--- src/rtl/intr_ctrl_pkg.sv ---
// Shared constants, FSM state type and vector helper for the interrupt controller.
package intr_ctrl_pkg;

  localparam int unsigned IRQ_ADDR_W = 10;
  localparam logic [IRQ_ADDR_W-1:0] IRQ_VEC_BASE = 10'h3F0;
  localparam int unsigned IRQ_VEC_STEP = 4;

  typedef enum logic [1:0] {
    IDLE    = 2'd0,
    REQ     = 2'd1,
    SERVICE = 2'd2
  } state_t;

  // Handler address before truncation to the PC width; the caller keeps the low bits,
  // which makes the vector arithmetic wrap modulo 2^ADDR_W.
  function automatic logic [31:0] vec_calc(input logic [31:0] base,
                                           input int unsigned step,
                                           input logic [2:0] idx);
    return base + 32'(idx) * step;
  endfunction

endpackage

--- src/rtl/intr_ctrl_if.sv ---
// CPU-side bundle of the interrupt controller: raw lines, mask write, handshake and status.
interface intr_ctrl_if #(
  parameter int unsigned NIRQ   = 2,
  parameter int unsigned ADDR_W = 10
);
  logic [NIRQ-1:0]   irq_raw;
  logic              en_we;
  logic [NIRQ-1:0]   en_din;
  logic              ack;
  logic              iret;
  logic              irq;
  logic [ADDR_W-1:0] irq_vec;
  logic [2:0]        irq_id;
  logic [NIRQ-1:0]   pending;
  logic [NIRQ-1:0]   enable;
  logic              busy;

  // CPU / system side
  modport master (
    output irq_raw, en_we, en_din, ack, iret,
    input  irq, irq_vec, irq_id, pending, enable, busy
  );

  // Controller side
  modport slave (
    input  irq_raw, en_we, en_din, ack, iret,
    output irq, irq_vec, irq_id, pending, enable, busy
  );
endinterface

--- src/rtl/intr_ctrl_irq_sync_edge.sv ---
// Two-flop synchroniser for one raw interrupt line plus a history flop for rising-edge detect.
module irq_sync_edge (
  input  logic clk,
  input  logic reset,
  input  logic raw,
  output logic rise
);
  logic s1, s2, s3;

  // Synchroniser chain and history flop, cleared by reset
  always_ff @(posedge clk or posedge reset) begin
    if (reset) begin
      s1 <= 1'b0;
      s2 <= 1'b0;
      s3 <= 1'b0;
    end else begin
      s1 <= raw;
      s2 <= s1;
      s3 <= s2;
    end
  end

  assign rise = s2 & ~s3;
endmodule

--- src/rtl/intr_ctrl.sv ---
// Interrupt controller: latches synchronised rising edges as pending, masks them,
// picks the lowest-index candidate and runs a non-nesting IDLE/REQ/SERVICE handshake.
module intr_ctrl
  import intr_ctrl_pkg::*;
#(
  parameter int unsigned        NIRQ     = 2,
  parameter int unsigned        ADDR_W   = IRQ_ADDR_W,
  parameter logic [ADDR_W-1:0]  VEC_BASE = ADDR_W'(IRQ_VEC_BASE),
  parameter int unsigned        VEC_STEP = IRQ_VEC_STEP
) (
  input logic       clk,
  input logic       reset,
  intr_ctrl_if.slave bus
);
  state_t state, state_n;

  logic [NIRQ-1:0]   rises;
  logic [NIRQ-1:0]   pending_r, enable_r, cand, clr;
  logic              win_found;
  logic [2:0]        winner;
  logic [ADDR_W-1:0] win_vec;
  logic              irq_r, irq_n, busy_r, busy_n, take;
  logic [2:0]        id_r, id_n;
  logic [ADDR_W-1:0] vec_r, vec_n;

  for (genvar g = 0; g < NIRQ; g++) begin : g_sync
    irq_sync_edge u_sync (
      .clk   (clk),
      .reset (reset),
      .raw   (bus.irq_raw[g]),
      .rise  (rises[g])
    );
  end

  // Fixed priority: lowest pending-and-enabled index wins
  always_comb begin
    cand      = pending_r & enable_r;
    win_found = 1'b0;
    winner    = '0;
    for (int unsigned i = 0; i < NIRQ; i++) begin
      if (cand[i] && !win_found) begin
        win_found = 1'b1;
        winner    = 3'(i);
      end
    end
    win_vec = ADDR_W'(vec_calc(32'(VEC_BASE), VEC_STEP, winner));
  end

  // Next-state and registered-output logic; REQ holds id/vec frozen until ack
  always_comb begin
    state_n = state;
    irq_n   = irq_r;
    id_n    = id_r;
    vec_n   = vec_r;
    busy_n  = busy_r;
    take    = 1'b0;
    unique case (state)
      IDLE: begin
        if (win_found) begin
          state_n = REQ;
          irq_n   = 1'b1;
          id_n    = winner;
          vec_n   = win_vec;
        end
      end
      REQ: begin
        if (bus.ack) begin
          state_n = SERVICE;
          irq_n   = 1'b0;
          busy_n  = 1'b1;
          take    = 1'b1;
        end
      end
      SERVICE: begin
        if (bus.iret) begin
          state_n = IDLE;
          busy_n  = 1'b0;
        end
      end
      default: state_n = IDLE;
    endcase
  end

  // Ack clears the serviced bit; a coincident new edge on that line re-sets it
  assign clr = take ? (NIRQ'(1) << id_r) : '0;

  // State, handshake outputs, pending and enable registers
  always_ff @(posedge clk or posedge reset) begin
    if (reset) begin
      state     <= IDLE;
      irq_r     <= 1'b0;
      id_r      <= '0;
      vec_r     <= '0;
      busy_r    <= 1'b0;
      pending_r <= '0;
      enable_r  <= '0;
    end else begin
      state     <= state_n;
      irq_r     <= irq_n;
      id_r      <= id_n;
      vec_r     <= vec_n;
      busy_r    <= busy_n;
      pending_r <= (pending_r & ~clr) | rises;
      if (bus.en_we) enable_r <= bus.en_din;
    end
  end

  assign bus.irq     = irq_r;
  assign bus.irq_id  = id_r;
  assign bus.irq_vec = vec_r;
  assign bus.busy    = busy_r;
  assign bus.pending = pending_r;
  assign bus.enable  = enable_r;
endmodule

--- src/flat_wrapper.sv ---
// flat-port wrapper written by rule: the top's interface ports become plain ports
module intr_ctrl_flat import intr_ctrl_pkg::*;
#(
  parameter int unsigned        NIRQ     = 2,
  parameter int unsigned        ADDR_W   = IRQ_ADDR_W,
  parameter logic [ADDR_W-1:0]  VEC_BASE = ADDR_W'(IRQ_VEC_BASE),
  parameter int unsigned        VEC_STEP = IRQ_VEC_STEP
)
  (clk, reset, bus_irq_raw, bus_en_we, bus_en_din, bus_ack, bus_iret, bus_irq, bus_irq_vec, bus_irq_id, bus_pending, bus_enable, bus_busy);
  intr_ctrl_if #(.NIRQ(NIRQ), .ADDR_W(ADDR_W)) bus_i ();
  input logic clk;
  input logic reset;
  input wire logic [$bits(bus_i.irq_raw)-1:0] bus_irq_raw;
  input wire logic [$bits(bus_i.en_we)-1:0] bus_en_we;
  input wire logic [$bits(bus_i.en_din)-1:0] bus_en_din;
  input wire logic [$bits(bus_i.ack)-1:0] bus_ack;
  input wire logic [$bits(bus_i.iret)-1:0] bus_iret;
  output wire logic [$bits(bus_i.irq)-1:0] bus_irq;
  output wire logic [$bits(bus_i.irq_vec)-1:0] bus_irq_vec;
  output wire logic [$bits(bus_i.irq_id)-1:0] bus_irq_id;
  output wire logic [$bits(bus_i.pending)-1:0] bus_pending;
  output wire logic [$bits(bus_i.enable)-1:0] bus_enable;
  output wire logic [$bits(bus_i.busy)-1:0] bus_busy;
  assign bus_i.irq_raw = bus_irq_raw;
  assign bus_i.en_we = bus_en_we;
  assign bus_i.en_din = bus_en_din;
  assign bus_i.ack = bus_ack;
  assign bus_i.iret = bus_iret;
  assign bus_irq = bus_i.irq;
  assign bus_irq_vec = bus_i.irq_vec;
  assign bus_irq_id = bus_i.irq_id;
  assign bus_pending = bus_i.pending;
  assign bus_enable = bus_i.enable;
  assign bus_busy = bus_i.busy;
  intr_ctrl #(.NIRQ(NIRQ), .ADDR_W(ADDR_W), .VEC_BASE(VEC_BASE), .VEC_STEP(VEC_STEP)) u_core (.clk(clk), .reset(reset), .bus(bus_i));
endmodule
--- config.mk ---
export PLATFORM = sky130hd
export DESIGN_NAME = intr_ctrl_flat
export DESIGN_NICKNAME = d
export VERILOG_FILES = /design/src/rtl/intr_ctrl_pkg.sv /design/src/rtl/intr_ctrl_if.sv /design/src/rtl/intr_ctrl_irq_sync_edge.sv /design/src/rtl/intr_ctrl.sv /design/src/flat_wrapper.sv
export SDC_FILE = /design/constraint.sdc
export NUM_CORES = 1
export LEC_CHECK = 0
export CAP_MARGIN = 10
export CORE_MARGIN = 2
export CORE_UTILIZATION = 40
export CTS_CLUSTER_SIZE = 30
export DETAILED_ROUTE_END_ITERATION = 8
export PLACE_DENSITY = 0.76
export SLEW_MARGIN = 20
export SYNTH_ARGS = -nofsm -noshare
export SYNTH_HDL_FRONTEND = slang
export SYNTH_SLANG_ARGS = --single-unit
--- constraint.sdc ---
create_clock -name clk -period 1.2 [get_ports clk]
set_clock_uncertainty 0.05 [all_clocks]
set_input_delay 0.12 -clock clk [delete_from_list [all_inputs] [get_ports clk]]
set_output_delay 0.12 -clock clk [all_outputs]
set_load 0.01 [all_outputs]
==> results.py <==
metrics = {
    "synth": {
        "synth-seq-area-share_pct": 59.5,
        "synth_area_sq_um": 673,
        "postSynthCellCount": 52,
        "syn_avg_cell_area_sq_um": 12.9,
        "synth-seq-cells": 16,
        "synth_warnings": 0,
        "yosysUniqueCellTypes": 21,
    },
    "clock_tree": {
        "clock-sinks": 16,
        "h-tree-depth": 1,
        "cts_tree": "built",
        "clk_latency_ns": 0.28,
        "cts_root_buf": "clkbuf_4",
        "cts.clk_slew.worst_paths_ns": 0.09,
        "hold_buffers": 0,
        "clock_path_buffers": 2,
        "cts_buffers": 3,
    },
    "job": {
        "drv_cap": 0,
    },
    "critical_path": {
        "crit_slowest_cell": "dfrtp_1",
        "r2r-start": "u_core.bus.irq_vec[2]",
        "worstPathCellList": "dlygate4sd2_1",
        "crit_buf_inv": 1,
        "r2r_slack_ns": 0.04,
        "end_kind": "output pin",
        "worstPathArrival_ns": 1.01,
        "critical_path.top_delay_family": "flip-flops",
        "critPathLaunchType": "flip-flop",
        "r2r-end": "u_core.bus.pending[0]",
        "crit_fanout": 6,
        "path_class": "reg2out",
        "required_ns": 1.03,
        "rr_worst_depth": 4,
        "crit_path_max_incr_delay_ns": 0.43,
    },
    "power": {
        "ir_drop_mv": 1.10,
        "p_leak_nw": 0.428,
        "p_total_mw": 1.79,
        "power_density_nw_per_um2": 1910,
    },
    "timing": {
        "whs_ns": 0.0722,
        "period_minus_slack_ns": 1.18,
        "drv_slew": 0,
        "fin_setup_tns_ns": 0,
        "setup_viol": 0,
        "hold_viol": 0,
        "rsz0062_at_grt": "yes",
        "period_share_pct": 98.5,
        "fmax_mhz": 846,
    },
    "finish": {
        "antenna_cells": 0,
        "drive_gt1_share_pct": 21.3,
        "fin_nets": 90,
        "area_growth_pct": 38.8,
        "utilization_pct": 60.6,
    },
    "route": {
        "dr.pass1.iters": 4,
        "ant_nets": 0,
        "drtIter0Drc": 5,
        "drc": 0,
        "dr_total_vias": 466,
        "drt-wirelength-per-cell_um": 12.4,
        "totalWireLength_um": 1190,
        "vias_per_cell": 4.85,
    },
    "min_path": {
        "hold_class": "in2async",
    },
    "grt": {
        "grt_pass1_wl_um": 1830,
        "overflow": 0,
        "antenna_found_initial": 0,
        "gr-usage-all-layers_pct": 12.8,
        "first_global_vias": 404,
        "grt_max_degree": 17,
    },
    "die": {
        "start_util_pct": 43.7,
        "die_x_um": 45.0,
        "row_count": 14,
        "die_area_sq_um": 2030,
        "fp.coreArea_sq_um": 1540,
        "fp.dieH_um": 45.0,
        "io_pins": 28,
    },
    "place": {
        "place.port_buffers": 22,
        "hpwl_um": 859,
        "gp_congestion": 0.710,
    },
    "status": {
        "status": "finished clean",
    },
}
report_power, final:
part / switching (mW) / leakage, nW / internal [mW] / total [mW]
sequential: 0.107 / 0.178 / 0.657 / 0.765
combinational: 0.267 / 0.230 / 0.404 / 0.671
clock: 0.167 / 0.0210 / 0.185 / 0.351
total: 0.541 / 0.428 / 1.25 / 1.79
synthesized netlist by cell type:
cell type | n | share of area, %
a21oi_1 | 1 | 0.74
a221o_1 | 2 | 3.0
a22oi_1 | 1 | 1.1
and2_1 | 1 | 0.93
and4bb_1 | 1 | 1.9
buf_4 | 11 | 12
conb_1 | 1 | 0.56
dfrtp_1 | 16 | 59
inv_1 | 3 | 1.7
mux2_1 | 2 | 3.3
nand2_1 | 1 | 0.56
nand2b_1 | 2 | 1.9
nand3b_4 | 1 | 3.0
nor2b_1 | 1 | 0.93
o21ai_1 | 1 | 0.74
o21bai_1 | 1 | 1.1
o22a_1 | 1 | 1.3
o22ai_1 | 1 | 0.93
o2bb2ai_1 | 2 | 2.6
or2_1 | 1 | 0.93
or2b_1 | 1 | 1.1
registers in the layout, indices dropped and copies added, names as in the netlist:
register	cells
u_core.g_sync.u_sync.s1	2
u_core.bus.irq	1
u_core.state	2
u_core.bus.enable	2
u_core.g_sync.u_sync.s3	2
u_core.bus.irq_vec	2
u_core.bus.busy	1
u_core.bus.pending	2
u_core.g_sync.u_sync.s2	2
kinds of logic after synthesis:
family	share of synthesized area (%)
buffers and inverters	13.9
AO/OA/AOI/OAI	11.5
AND/OR/NAND/NOR	11.2
other	0.557
multiplexers	3.35
flip-flops	59.5
worst max path at each step:
stage / from / endpoint / slack, ns / cells past startpoint
final: u_core.bus.irq_vec[8] / bus_irq_vec[9] / 0.02 / 1
after global routing: u_core.bus.irq_vec[8] / bus_irq_vec[9] / -0.01 / 1
after CTS: u_core.bus.irq_vec[2] / u_core.bus.pending[0] / -0.06 / 5
after detailed placement: bus_ack / u_core.bus.pending[0] / -0.08 / 3
after global placement: bus_ack / u_core.bus.pending[0] / -0.05 / 3
after floorplan: u_core.state[0] / u_core.bus.irq_vec[2] / 0.15 / 2
cells in the final DEF, fill, tap and decap left out, types with 2 or more instances in the layout:
cell type,Yosys,routed
a221o_1,2,2
dfrtp_1,16,16
inv_1,3,3
buf_4,11,7
conb_1,1,5
buf_6,0,2
dlygate4sd2_1,0,12
clkdlybuf4s50_1,0,8
nand2b_1,2,2
mux2_1,2,2
clkbuf_4,0,3
o2bb2ai_1,2,2
cell type report:
cell class / count / area (sq um)
Clock buffer: 4 / 36.3
Fill cell: 133 / 607
Inverter: 3 / 11.3
Multi-Input combinational cell: 26 / 196
Sequential cell: 16 / 400
Tap cell: 16 / 20.0
Timing Repair Buffer: 31 / 270
metal layers:
layer / vias to the layer above / part of all wire (%) / global-route usage [%]
li1: 219 / - / -
met1: 222 / 43 / 18.0
met2: 23 / 47 / 19.4
met3: 2 / 8.1 / 2.40
met4: 0 / 1.1 / 5.29
met5: - / 0 / 0
timing repair:
action,4_1_cts,5_1_grt
gates resized for setup,21,2
cloned,0,0
setup buffers,6,2
hold endpoints to repair,0,0
pin swaps,1,0
setup endpoints to repair,14,8
per-stage QoR:
stage               instance area (sq um)  worst slack (ns)  instances
finish                                935            0.0180         96
global route                          935           -0.0133         96
CTS                                   935           -0.0622         95
detailed placement                    861           -0.0838         85
global placement                      861           -0.0547         85
floorplan                             688             0.153         56
(Power assumes the default switching activity.)
